--- config.mk ---
export PLATFORM = sky130hd
export DESIGN_NAME = actn_collector_flat
export DESIGN_NICKNAME = d
export VERILOG_FILES = /design/src/rtl/actn_collector_pkg.sv /design/src/rtl/actn_collector_if.sv /design/src/rtl/actn_lane_buffer.sv /design/src/rtl/actn_collector.sv /design/src/flat_wrapper.sv
export SDC_FILE = /design/constraint.sdc
export NUM_CORES = 1
export LEC_CHECK = 0
export CAP_MARGIN = 30
export CORE_UTILIZATION = 55
export CTS_CLUSTER_DIAMETER = 40
export DETAILED_ROUTE_END_ITERATION = 10
export GPL_TIMING_DRIVEN = 1
export PLACE_DENSITY = 0.82
export SYNTH_ARGS = -nofsm -noshare
export SYNTH_HDL_FRONTEND = slang
export SYNTH_HIERARCHICAL = 1
export SYNTH_SLANG_ARGS = --single-unit
export TNS_END_PERCENT = 30
--- constraint.sdc ---
create_clock -name clk -period 2.6 [get_ports clk]
set_input_delay 0.52 -clock clk [delete_from_list [all_inputs] [get_ports clk]]
set_output_delay 0.52 -clock clk [all_outputs]
set_load 0.02 [all_outputs]
--- src/rtl/actn_collector_pkg.sv ---
// actn_collector_pkg: shared defaults and lane-slicing helpers for the activation collector
package actn_collector_pkg;
  localparam int FI_DEF = 4;
  localparam int Z_DEF = 8;
  localparam int N_DEF = 8;
  localparam int WIDTH_DEF = 16;
  localparam int LANES_PER_BEAT = Z_DEF / FI_DEF;
  localparam int WORDS_PER_LAYER = N_DEF / Z_DEF;
  function automatic int clog2_min1(input int v);
    return (v <= 2) ? 1 : $clog2(v);
  endfunction
  localparam int BEAT_CNT_W = clog2_min1(FI_DEF);
  localparam int ADDR_W = clog2_min1(WORDS_PER_LAYER);
endpackage

--- src/rtl/actn_collector_if.sv ---
// actn_collector_if: beat input and word output handshakes of the activation collector
interface actn_collector_if
  import actn_collector_pkg::*;
#(
  parameter int width = WIDTH_DEF,
  parameter int z = Z_DEF,
  parameter int fi = FI_DEF,
  parameter int addr_w = ADDR_W
);
  logic in_valid;
  logic in_ready;
  logic [width*z/fi-1:0] sigmoid_package;
  logic [width*z/fi-1:0] sp_package;
  logic out_valid;
  logic out_ready;
  logic [width*z-1:0] act_word;
  logic [width*z-1:0] sp_word;
  logic [addr_w-1:0] word_addr;
  logic layer_done;
  modport master (
    output in_valid, sigmoid_package, sp_package, out_ready,
    input in_ready, out_valid, act_word, sp_word, word_addr, layer_done
  );
  modport slave (
    input in_valid, sigmoid_package, sp_package, out_ready,
    output in_ready, out_valid, act_word, sp_word, word_addr, layer_done
  );
endinterface

--- src/rtl/actn_lane_buffer.sv ---
// actn_lane_buffer: z-lane assembly register written one beat slice at a time
module actn_lane_buffer
  import actn_collector_pkg::*;
#(
  parameter int width = WIDTH_DEF,
  parameter int z = Z_DEF,
  parameter int fi = FI_DEF
) (
  input  logic clk,
  input  logic reset_n,
  input  logic we,
  input  logic [clog2_min1(fi)-1:0] beat,
  input  logic [width*z/fi-1:0] din,
  output logic [width*z-1:0] merged
);
  localparam int slice_w = width * z / fi;
  localparam int bw = clog2_min1(fi);
  logic [width*z-1:0] buffer;
  for (genvar g = 0; g < fi; g++) begin : g_slice
    assign merged[g*slice_w +: slice_w] = (we && beat == bw'(g)) ? din : buffer[g*slice_w +: slice_w];
  end
  // merged already carries the incoming beat, so storing it updates just that slice
  always_ff @(posedge clk) begin
    if (!reset_n) buffer <= '0;
    else if (we) buffer <= merged;
  end
endmodule

--- src/rtl/actn_collector.sv ---
// actn_collector: gathers fi sigmoid/sigmoid-prime beats into addressed z-lane words
module actn_collector
  import actn_collector_pkg::*;
#(
  parameter int fi = FI_DEF,
  parameter int z = Z_DEF,
  parameter int n = N_DEF,
  parameter int width = WIDTH_DEF
) (
  input logic clk,
  input logic reset_n,
  actn_collector_if.slave bus
);
  localparam int words_per_layer = n / z;
  localparam int beat_cnt_w = clog2_min1(fi);
  localparam int addr_w = clog2_min1(words_per_layer);
  logic [beat_cnt_w-1:0] beat_cnt;
  logic [addr_w-1:0] word_cnt;
  logic last_beat;
  logic last_word;
  logic accept;
  logic complete;
  logic [width*z-1:0] act_next;
  logic [width*z-1:0] sp_next;
  assign last_beat = beat_cnt == beat_cnt_w'(fi - 1);
  assign last_word = word_cnt == addr_w'(words_per_layer - 1);
  assign bus.in_ready = !(last_beat && bus.out_valid && !bus.out_ready);
  assign accept = bus.in_valid && bus.in_ready;
  assign complete = accept && last_beat;
  actn_lane_buffer #(.width(width), .z(z), .fi(fi)) u_act (
    .clk(clk), .reset_n(reset_n), .we(accept), .beat(beat_cnt),
    .din(bus.sigmoid_package), .merged(act_next)
  );
  actn_lane_buffer #(.width(width), .z(z), .fi(fi)) u_sp (
    .clk(clk), .reset_n(reset_n), .we(accept), .beat(beat_cnt),
    .din(bus.sp_package), .merged(sp_next)
  );
  // beat/word counters and the output register; a completing word overrides a drain
  always_ff @(posedge clk) begin
    if (!reset_n) begin
      beat_cnt <= '0;
      word_cnt <= '0;
      bus.out_valid <= 1'b0;
      bus.layer_done <= 1'b0;
      bus.word_addr <= '0;
      bus.act_word <= '0;
      bus.sp_word <= '0;
    end else begin
      if (accept) beat_cnt <= last_beat ? '0 : beat_cnt + beat_cnt_w'(1);
      if (complete) begin
        bus.out_valid <= 1'b1;
        bus.act_word <= act_next;
        bus.sp_word <= sp_next;
        bus.word_addr <= word_cnt;
        bus.layer_done <= last_word;
        word_cnt <= last_word ? '0 : word_cnt + addr_w'(1);
      end else if (bus.out_ready) begin
        bus.out_valid <= 1'b0;
      end
    end
  end
endmodule

--- src/flat_wrapper.sv ---
// flat-port wrapper written by rule: the top's interface ports become plain ports
module actn_collector_flat import actn_collector_pkg::*;
#(
  parameter int fi = FI_DEF,
  parameter int z = Z_DEF,
  parameter int n = N_DEF,
  parameter int width = WIDTH_DEF
)
  (clk, reset_n, bus_in_valid, bus_sigmoid_package, bus_sp_package, bus_out_ready, bus_in_ready, bus_out_valid, bus_act_word, bus_sp_word, bus_word_addr, bus_layer_done);
  actn_collector_if #(.width(width), .z(z), .fi(fi), .addr_w(1)) bus_i ();
  input logic clk;
  input logic reset_n;
  input wire logic [$bits(bus_i.in_valid)-1:0] bus_in_valid;
  input wire logic [$bits(bus_i.sigmoid_package)-1:0] bus_sigmoid_package;
  input wire logic [$bits(bus_i.sp_package)-1:0] bus_sp_package;
  input wire logic [$bits(bus_i.out_ready)-1:0] bus_out_ready;
  output wire logic [$bits(bus_i.in_ready)-1:0] bus_in_ready;
  output wire logic [$bits(bus_i.out_valid)-1:0] bus_out_valid;
  output wire logic [$bits(bus_i.act_word)-1:0] bus_act_word;
  output wire logic [$bits(bus_i.sp_word)-1:0] bus_sp_word;
  output wire logic [$bits(bus_i.word_addr)-1:0] bus_word_addr;
  output wire logic [$bits(bus_i.layer_done)-1:0] bus_layer_done;
  assign bus_i.in_valid = bus_in_valid;
  assign bus_i.sigmoid_package = bus_sigmoid_package;
  assign bus_i.sp_package = bus_sp_package;
  assign bus_i.out_ready = bus_out_ready;
  assign bus_in_ready = bus_i.in_ready;
  assign bus_out_valid = bus_i.out_valid;
  assign bus_act_word = bus_i.act_word;
  assign bus_sp_word = bus_i.sp_word;
  assign bus_word_addr = bus_i.word_addr;
  assign bus_layer_done = bus_i.layer_done;
  actn_collector #(.fi(fi), .z(z), .n(n), .width(width)) u_core (.clk(clk), .reset_n(reset_n), .bus(bus_i));
endmodule
==> results.toml <==
[drt]
ant_nets = 0
first_pass_iters = 8
drc = 0
routedWlPerCell_um = 20.6
drt_iter0_markers = 1813
vias_per_cell = 5.92
num_vias = 19500
routed_wl_um = 67800

[global_route]
grt_util_all_layers_pct = 29.7
grt_pass1_wl_um = 106000
grt_pass1_vias = 19400
grt_max_degree = 257
overflow = 0
antenna_found_initial = 4

[timing]
fmax_mhz = 440
period_share_pct = 87.4
drv_slew = 0
hold_viol_final = 0
setup_viol = 0
grt_setup_unrepaired = "no"
slew_headroom_pct = 26.8
fin_crit_ns = 2.27
hold_ws_ns = 0.400
worstMarginPinSlew_ns = 1.10
timing.final.ws_setup_ns = 0.329
skew_ns = 0.0255

[worst_hold_path]
hold_path_class = "input pin to flop"

[die]
ioPinCount = 328
die_w_um = 211
initial_core_util_pct = 55.8
core_area_sq_mm = 0.0431
die_h_um = 211
num_rows = 76
die_area_sq_mm = 0.0445

[synthesis]
yosys.cell_types.count = 25
synth_top_area_cell = "dfxtp_1"
synth_cells = 2378
synth_top_area_share_pct = 43.0
ys_warn_count = 6
synthTopCellsByArea = "dfxtp_1, mux2_4, mux2i_1"
synth.avg_cell_area_sq_um = 10.1
synthesis.nets = 2447
ys_seq_area_share_pct = 43.0
ys_ff_latch = 516
syn-cell-area_sq_mm = 0.0240

[place]
dp_cells = 3176
placed_area_sq_mm = 0.0280
pre_cts_slack_ns = -0.136
hpwl_um = 42900
port_buffers = 326
gp_congestion = 0.874

[cells_and_area]
layout-drive-gt1-share_pct = 18.3
num-nets-final = 2729
final_area_sq_mm = 0.0303
layout_commonest_cell = "dfxtp_1"
fillerInstances = 2956
finalNonFillerCells = 3294
most-common-layout-cells = "dfxtp_1, nand2_1, clkdlybuf4s50_1, mux2i_1"
area_growth_pct = 26.0

[setup_path]
critPathKind = "flop to flop"
cp-start-kind = "flop"
worst_ep_arrival_time_ns = 2.73
worst-path-max-fanout = 256
cp_slowest_cell = "buf_12"
critPathMaxStageDelay_ns = 0.63
cp_cell_sequence = "nor2b_4 > buf_4 > buf_12 > o21ai_0 > a21boi_0"
cp.required_ns = 3.06
cp-end-kind = "flop"

[clock_tree]
cts_setup_buffers = 0
path_clk_slew_ns = 0.06
cts_max_level = 3
cts-hold-fix-buffers = 0
cts_buffers = 67
clock-sinks = 516
clock_latency_ns = 0.58
clockBufferDepth = 3
cts_tree = "yes"
cts_root_buffer = "clkbuf_16"

[pwr]
p_per_area_mw_per_mm2 = 634
p_total_uw = 19200
ir_worst_vdd_v = 0.000424
leakage_uw = 0.0127

[status]
run_status = "completed"

[job]
max-cap-violations = 0
-- Yosys cell counts (all sizes together) --
| library cell | number |
|---|---|
| nand2 | 326 |
| dfxtp | 516 |
| nor2b | 2 |
| ha | 1 |
| o21ai | 256 |
| o32ai | 1 |
| mux2i | 257 |
| nand3b | 4 |
| and2 | 1 |
| buf | 161 |
| nand2b | 1 |
| nand3 | 258 |
| mux2 | 256 |
| nor3b | 2 |
| clkbuf | 76 |
| a21boi | 258 |
| conb | 1 |
| a21oi | 1 |
-- cell families (layout without fill, tap and decap cells) --
logic type | after synthesis | after routing | share of synthesized area [%]
AO/OA/AOI/OAI | 516 | 516 | 13.4
adder cells (fa/ha/maj) | 1 | 1 | 0.0521
buffers and inverters | 237 | 565 | 6.49
flip-flops | 516 | 516 | 43.0
multiplexers | 513 | 513 | 26.2
other | 1 | 4 | 0.0156
AND/OR/NAND/NOR | 594 | 594 | 10.8
-- final timing paths --
check	slack [ns]	cells past startpoint	startpoint	end
worst max register to register	0.33	5	u_core/bus.out_valid	u_core/bus.sp_word[108]
worst min register to register	0.45	2	u_core/u_act/buffer[31]	u_core/u_act/buffer[31]
worst max-delay path	0.33	5	u_core/bus.out_valid	u_core/bus.sp_word[108]
worst min-delay path	0.40	2	reset_n	u_core/bus.sp_word[36]
-- where the power goes --
part	switching (uW)	internal (uW)
registers	94.4	8080
clock network	3550	5720
logic	825	927
total	4470	14700
-- per-layer routing --
| layer | GRT usage, % | up-vias | routed length (um) |
|---|---|---|---|
| met5 | 0 | - | 26 |
| met4 | 11.5 | 4 | 2180 |
| met3 | 5.49 | 160 | 4760 |
| met2 | 47.8 | 838 | 31900 |
| met1 | 39.3 | 9608 | 29000 |
| li1 | - | 8894 | - |
-- worst max-delay path, delay by kind of cell (launching register included) --
kind            cells  cell delay, ns
flops               1            0.40
compound gates      2            0.61
buf+inv             2            0.78
simple gates        1            0.22
-- registers in the layout, indices dropped and copies added (netlist names) --
name / flops
u_core/bus.act_word: 128
u_core/bus.out_valid: 1
u_core/u_sp/buffer: 128
u_core/beat_cnt: 2
u_core/u_act/buffer: 128
u_core/bus.layer_done: 1
u_core/bus.sp_word: 128
-- metrics by stage --
stage | utilization (%) | setup TNS, ns
4_1_cts | 70.2 | 0
5_1_grt | 70.3 | 0
6_report | 70.3 | 0
2_1_floorplan | - | 0
3_3_place_gp | 65.0 | -4.26
3_5_place_dp | 65.0 | -9.74
-- cell type report --
type                            instances  area, sq um  area share [%]
Multi-Input combinational cell       1625        12200            40.3
Sequential cell                       516        10300            34.1
Timing Repair Buffer                  450         4750            15.7
Clock buffer                           86         1870            6.18
Tap cell                              585          732            2.42
Clock inverter                         29          377            1.24
Antenna cell                            3         7.51          0.0248
-- repair_timing --
item / in CTS / in global routing
endpoints found under the setup margin: 0 / 1
hold endpoints to repair: 0 / 0
resized for setup: 0 / 1
Note: power is estimated with default switching activity, not from simulation.
